<file path="src/rtl/pixel_fetch_scheduler_if.sv">
// Line-fetch handshake between the display scheduler (master) and the memory side (slave).
interface pixel_fetch_scheduler_if;
    localparam int unsigned LINE_W = 10;

    logic              fetch_req;
    logic [LINE_W-1:0] fetch_line;
    logic              fetch_bank;
    logic              fetch_ack;

    modport master (output fetch_req, output fetch_line, output fetch_bank, input fetch_ack);
    modport slave  (input fetch_req, input fetch_line, input fetch_bank, output fetch_ack);
endinterface

</file>
<file path="src/rtl/pixel_fetch_scheduler.sv">
// Schedules ping-pong line-buffer fetches for 2x vertical/horizontal pixel replication
// and drives the line-buffer read side; flags underruns when a line is not ready in time.
module pixel_fetch_scheduler #(
    parameter int unsigned HACTIVE   = 640,
    parameter int unsigned VACTIVE   = 480,
    parameter int unsigned SRC_LINES = 240,
    localparam int unsigned CNT_W    = 11,
    localparam int unsigned LINE_W   = 10,
    localparam int unsigned ADDR_W   = 9
) (
    input  logic              pclk,
    input  logic              reset_n,
    input  logic [CNT_W-1:0]  in_hcnt,
    input  logic [CNT_W-1:0]  in_vcnt,
    input  logic              in_blank,
    pixel_fetch_scheduler_if.master fetch,
    output logic              rd_en,
    output logic              rd_bank,
    output logic [ADDR_W-1:0] rd_addr,
    output logic              vblank_start,
    output logic              underrun,
    input  logic              underrun_clr
);

    typedef enum logic {IDLE, REQ} state_t;

    state_t            state_q, state_d;
    logic              req_q;
    logic [LINE_W-1:0] line_q, line_d;
    logic              bank_q, bank_d;
    logic [1:0]        valid_q, valid_d;
    logic              underrun_q, underrun_d;

    logic              active_c, line_start_c, line_end_c;
    logic              prefetch_c, line_trig_c, trig_c;
    logic [LINE_W-1:0] src_line_c, trig_line_c;
    logic [CNT_W-1:0]  next_src_c;

    // Timing decode: source line s = v>>1, triggers at line start/end and top of vblank
    assign active_c     = in_vcnt < CNT_W'(VACTIVE);
    assign line_start_c = active_c && (in_hcnt == '0);
    assign line_end_c   = active_c && (in_hcnt == CNT_W'(HACTIVE));
    assign src_line_c   = in_vcnt[CNT_W-1:1];
    assign next_src_c   = {1'b0, src_line_c} + CNT_W'(1);
    assign prefetch_c   = (in_vcnt == CNT_W'(VACTIVE)) && (in_hcnt == '0);
    assign line_trig_c  = line_end_c && !in_vcnt[0] && (next_src_c < CNT_W'(SRC_LINES));
    assign trig_c       = prefetch_c || line_trig_c;
    assign trig_line_c  = prefetch_c ? '0 : next_src_c[LINE_W-1:0];

    always_comb begin
        state_d    = state_q;
        line_d     = line_q;
        bank_d     = bank_q;
        valid_d    = valid_q;
        underrun_d = underrun_q;

        if (underrun_clr) underrun_d = 1'b0;
        // Bank is consumed after the second (odd) display line of its source line
        if (line_end_c && in_vcnt[0]) valid_d[src_line_c[0]] = 1'b0;
        if (line_start_c && !valid_q[src_line_c[0]]) underrun_d = 1'b1;

        case (state_q)
            IDLE: begin
                if (trig_c) begin
                    state_d = REQ;
                    line_d  = trig_line_c;
                    bank_d  = trig_line_c[0];
                end
            end
            REQ: begin
                if (fetch.fetch_ack) begin
                    valid_d[bank_q] = 1'b1;
                    if (trig_c) begin
                        line_d = trig_line_c;
                        bank_d = trig_line_c[0];
                    end else begin
                        state_d = IDLE;
                    end
                end else if (trig_c) begin
                    // Previous line still outstanding: drop the new trigger
                    underrun_d = 1'b1;
                end
            end
            default: state_d = IDLE;
        endcase
    end

    always_ff @(posedge pclk or negedge reset_n) begin
        if (!reset_n) begin
            state_q      <= IDLE;
            req_q        <= 1'b0;
            line_q       <= '0;
            bank_q       <= 1'b0;
            valid_q      <= '0;
            underrun_q   <= 1'b0;
            rd_en        <= 1'b0;
            rd_bank      <= 1'b0;
            rd_addr      <= '0;
            vblank_start <= 1'b0;
        end else begin
            state_q      <= state_d;
            req_q        <= (state_d == REQ);
            line_q       <= line_d;
            bank_q       <= bank_d;
            valid_q      <= valid_d;
            underrun_q   <= underrun_d;
            rd_en        <= ~in_blank;
            rd_bank      <= in_vcnt[1];
            rd_addr      <= in_hcnt[ADDR_W:1];
            vblank_start <= prefetch_c;
        end
    end

    assign fetch.fetch_req  = req_q;
    assign fetch.fetch_line = line_q;
    assign fetch.fetch_bank = bank_q;
    assign underrun         = underrun_q;

endmodule

</file>
<file path="src/flat_wrapper.sv">
// flat-port wrapper written by rule: the top's interface ports become plain ports
module pixel_fetch_scheduler_flat 
#(
    parameter int unsigned HACTIVE   = 640,
    parameter int unsigned VACTIVE   = 480,
    parameter int unsigned SRC_LINES = 240,
    localparam int unsigned CNT_W    = 11,
    localparam int unsigned LINE_W   = 10,
    localparam int unsigned ADDR_W   = 9
)
  (pclk, reset_n, in_hcnt, in_vcnt, in_blank, rd_en, rd_bank, rd_addr, vblank_start, underrun, underrun_clr, fetch_fetch_req, fetch_fetch_line, fetch_fetch_bank, fetch_fetch_ack);
  pixel_fetch_scheduler_if fetch_i ();
  input  logic pclk;
  input  logic reset_n;
  input  logic [CNT_W-1:0] in_hcnt;
  input  logic [CNT_W-1:0] in_vcnt;
  input  logic in_blank;
  output logic rd_en;
  output logic rd_bank;
  output logic [ADDR_W-1:0] rd_addr;
  output logic vblank_start;
  output logic underrun;
  input  logic underrun_clr;
  output wire logic [$bits(fetch_i.fetch_req)-1:0] fetch_fetch_req;
  output wire logic [$bits(fetch_i.fetch_line)-1:0] fetch_fetch_line;
  output wire logic [$bits(fetch_i.fetch_bank)-1:0] fetch_fetch_bank;
  input wire logic [$bits(fetch_i.fetch_ack)-1:0] fetch_fetch_ack;
  assign fetch_fetch_req = fetch_i.fetch_req;
  assign fetch_fetch_line = fetch_i.fetch_line;
  assign fetch_fetch_bank = fetch_i.fetch_bank;
  assign fetch_i.fetch_ack = fetch_fetch_ack;
  pixel_fetch_scheduler #(.HACTIVE(HACTIVE), .VACTIVE(VACTIVE), .SRC_LINES(SRC_LINES)) u_core (.pclk(pclk), .reset_n(reset_n), .in_hcnt(in_hcnt), .in_vcnt(in_vcnt), .in_blank(in_blank), .fetch(fetch_i), .rd_en(rd_en), .rd_bank(rd_bank), .rd_addr(rd_addr), .vblank_start(vblank_start), .underrun(underrun), .underrun_clr(underrun_clr));
endmodule
</file>
<file path="config.mk">
export PLATFORM = sky130hd
export DESIGN_NAME = pixel_fetch_scheduler_flat
export DESIGN_NICKNAME = d
export VERILOG_FILES = /design/src/rtl/pixel_fetch_scheduler_if.sv /design/src/rtl/pixel_fetch_scheduler.sv /design/src/flat_wrapper.sv
export SDC_FILE = /design/constraint.sdc
export NUM_CORES = 1
export LEC_CHECK = 0
export CORE_ASPECT_RATIO = 1.1
export CORE_MARGIN = 8
export CORE_UTILIZATION = 40
export DETAILED_ROUTE_END_ITERATION = 10
export GPL_TIMING_DRIVEN = 0
export PLACE_DENSITY_LB_ADDON = 0.15
export REMOVE_ABC_BUFFERS = 1
export SLEW_MARGIN = 20
export SYNTH_ARGS = -nofsm -noshare
export SYNTH_HDL_FRONTEND = slang
export SYNTH_SLANG_ARGS = --single-unit
</file>
<file path="constraint.sdc">
create_clock -name pclk -period 2.1 [get_ports pclk]
set_clock_uncertainty 0.05 [all_clocks]
set_input_delay 0.42 -clock pclk [delete_from_list [all_inputs] [get_ports pclk]]
set_output_delay 0.42 -clock pclk [all_outputs]
set_load 0.01 [all_outputs]
</file>
==> reports/results.tsv <==
stage	metric	value	unit
synthesis	syn_avg_cell_area	10.8	um2
synthesis	ys_types	42	
timing	finalMaxSlewViolations	0	
finish	final_nets	206	
drt	dr.pass1.iters	6	
drt	wl_per_cell	18.2	um
power_and_ir_drop	power	1.01	mW
finish	multiInputGateArea	682	um2
floorplan	dieArea	5340	um2
global_routing	grtUsageTotal	13.7	%
power_and_ir_drop	pwr_density_cell	510	nW/um2
critical_path	crit_arrival	2.28	ns
drt	vias	1249	
finish	n_fill_cell	258	
drt	drtAntennaViolNets	0	
floorplan	start_util	42.3	%
timing	relSlewSlack	60.5	%
critical_path	critPathLaunch	in_hcnt[0]	
clocking	clkSinkCount	26	
clocking	clkLatencyLatePin	0.32	ns
floorplan	die_height	75.8	um
floorplan	pin_count	52	
global_routing	grt_pass1_vias	1252	
clocking	max-clock-path-buffers	2	
drt	drt_wl_total	3850	um
critical_path	slowest_delay	0.47	ns
synthesis	syn_area	1300	um2
hold_path	hold_class	in -> async	
power_and_ir_drop	ir_worst_vdd	0.553	mV
outcome	status	finished clean	
timing	finalCritPeriodShare	97.8	%
placement	hpwl	2720	um
critical_path	crit_type	in -> reg	
floorplan	coreArea	3070	um2
global_routing	grt_pass1_wl	5970	um
critical_path	path_cells	clkdlybuf4s50_1 -> or4_4 -> nor4_4 -> buf_4 -> buf_4 -> a31oi_1 -> o21ai_0 -> and3_1	
timing	setup-violations-final	0	
critical_path	cp.required	2.33	ns
critical_path	regToRegSetupSlack	0.51	ns
power_and_ir_drop	p_leak	0.813	nW
critical_path	cp-start-kind	primary input	
finish	drive_gt1_share	15.3	%
critical_path	cp-end-kind	flop	
critical_path	r2r_end	u_core.fetch.fetch_line[9]$_DFFE_PN0P_	
finish	layout.area.seq	651	um2
clocking	cts-buffers-inserted	3	
global_routing	grt_max_degree	27	
critical_path	cpMaxStageDelayCell	or4_4	
drt	drcViolationCount	0	
synthesis	ys_seq_area_share	50.0	%
drt	avgViaCountPerCell	5.92	
global_routing	antenna_found_initial	0	
critical_path	critPathMostFrequentCell	buf_4	
job	drv_cap	0	
synthesis	yosys_warnings	0	
synthesis	netlist_instances	121	
drt	detail_route.iter0.violations	31	
finish	syn_to_final_growth	52.2	%
timing	tns	0	ns
clocking	htreeDepth	1	
finish	diodes	0	
clocking	holdBufCountCts	0	
timing	fmax	487	MHz
synthesis	synth_edf_count	0	
critical_path	path_max_fanout	3	
placement	io_buffers	51	
synthesis	ys_async_sr_fraction	100	%
timing	finalCriticalPeriod	2.05	ns
clocking	root_buffer	clkbuf_4	
timing	hold_viol_final	0	
synthesis	ys_seq_elements	26	
global_routing	grt_overflow	0	
timing	worst_pin_slew	0.593	ns
placement	gp_congestion	0.886	
synthesis	ys.flop_type	dfrtp_1	
critical_path	r2r_start	u_core.state_q$_DFF_PN0_	
clocking	clk_pin_slew_worst_paths	0.15	ns
floorplan	rows	21	
critical_path	reg2regPathDepth	5	
clocking	cts_tree	built	
floorplan	die_x	70.4	um
worst max path at each step:
stage,endpoint,slack [ns],cells after the start
after global routing,u_core.fetch.fetch_line[3]$_DFFE_PN0P_,-0.002,8
after floorplan,u_core.fetch.fetch_line[2]$_DFFE_PN0P_,-0.08,6
after global placement,u_core.fetch.fetch_line[4]$_DFFE_PN0P_,-1.09,7
after detailed placement,u_core.fetch.fetch_line[4]$_DFFE_PN0P_,-1.14,7
final,u_core.fetch.fetch_line[3]$_DFFE_PN0P_,0.05,8
after CTS,u_core.fetch.fetch_line[9]$_DFFE_PN0P_,-0.001,6
state kept, by name, summed over array words and instances (netlist names):
name                     count
u_core.rd_en                 1
u_core.fetch.fetch_line     10
u_core.state_q               1
u_core.underrun              1
u_core.rd_bank               1
u_core.vblank_start          1
u_core.valid_q               2
u_core.rd_addr               9
cell type report:
class	instances	share of cell area, %
clock buffers	3	1.14
clock inverters	1	1.52
inverters	3	0.569
multi-input cells	87	34.4
flip-flops and latches	26	32.8
well taps	34	2.15
repair buffers	57	27.4
cell usage after synthesis (all sizes together) (4+ instances only):
| cell type | instances | share of area [%] |
|---|---|---|
| dfrtp | 26 | 50 |
| o21ai | 9 | 3.5 |
| nand2 | 8 | 2.3 |
| o211ai | 8 | 4.6 |
| nand3 | 7 | 3.5 |
| buf | 6 | 2.9 |
| and3 | 5 | 2.4 |
| or4 | 5 | 3.2 |
| nor3 | 4 | 2.4 |
| nor4 | 4 | 3.1 |
where the power goes:
part,total [mW],switching [mW],internal [mW]
clock network,0.346,0.153,0.193
registers,0.514,0.00265,0.512
logic,0.151,0.0740,0.0767
total,1.01,0.229,0.781
routing by layer:
layer	global-route usage (%)	part of all wire, %	wire [um]
met5	0	0	0
met2	21.9	49	1900
met4	5.80	1.4	55
met3	2.47	5.5	212
met1	17.9	44	1690
repair_timing:
| action | in CTS | in global routing |
|---|---|---|
| pin swaps | 6 | 11 |
| gates cloned | 0 | 1 |
| endpoints found under the setup margin | 12 | 11 |
| setup buffers | 3 | 3 |
| resized for setup | 24 | 11 |
critical path, delay by kind of cell:
kind                   cells  cell delay, ns
AOI/OAI and AO/OA          2            0.17
buffers and inverters      3            0.70
and+or+nand+nor            3            0.98
per-stage QoR:
stage	hold slack [ns]	setup WS (ns)	utilization (%)	std cells	area, um2
final	0.0209	0.0470	64.4	211	1980
after global routing	0.0633	-0.00213	64.4	211	1980
after CTS	0.259	-0.000993	62.3	207	1920
after detailed placement	0.443	-1.14	59.1	200	1820
after global placement	0.423	-1.09	59.1	200	1820
after floorplan	0.0744	-0.0762	-	115	1260
cells in the final DEF (no fill, tap or decap), drive strengths merged, types with 3 or more instances in the layout:
cell	instances
dfrtp	26
o21ai	9
o211ai	8
nand2	8
dlymetal6s2s	3
and3	5
nor4	4
nor2	3
clkbuf	3
nor3	4
nand3	8
nand4	3
clkdlybuf4s50	40
buf	9
or4	5
xnor2	3
dlygate4sd2	5
inv	3
logic make-up after synthesis:
group / count (synthesis) / synth area share [%]
XOR/XNOR: 5 / 3.37
flip-flops: 26 / 50.0
adder cells (fa/ha/maj): 1 / 0.961
buffers and inverters: 9 / 3.75
AO/OA/AOI/OAI: 26 / 13.8
AND/OR/NAND/NOR: 53 / 27.4
multiplexers: 1 / 0.769
No activity file was read; power rests on OpenSTA's default activity.
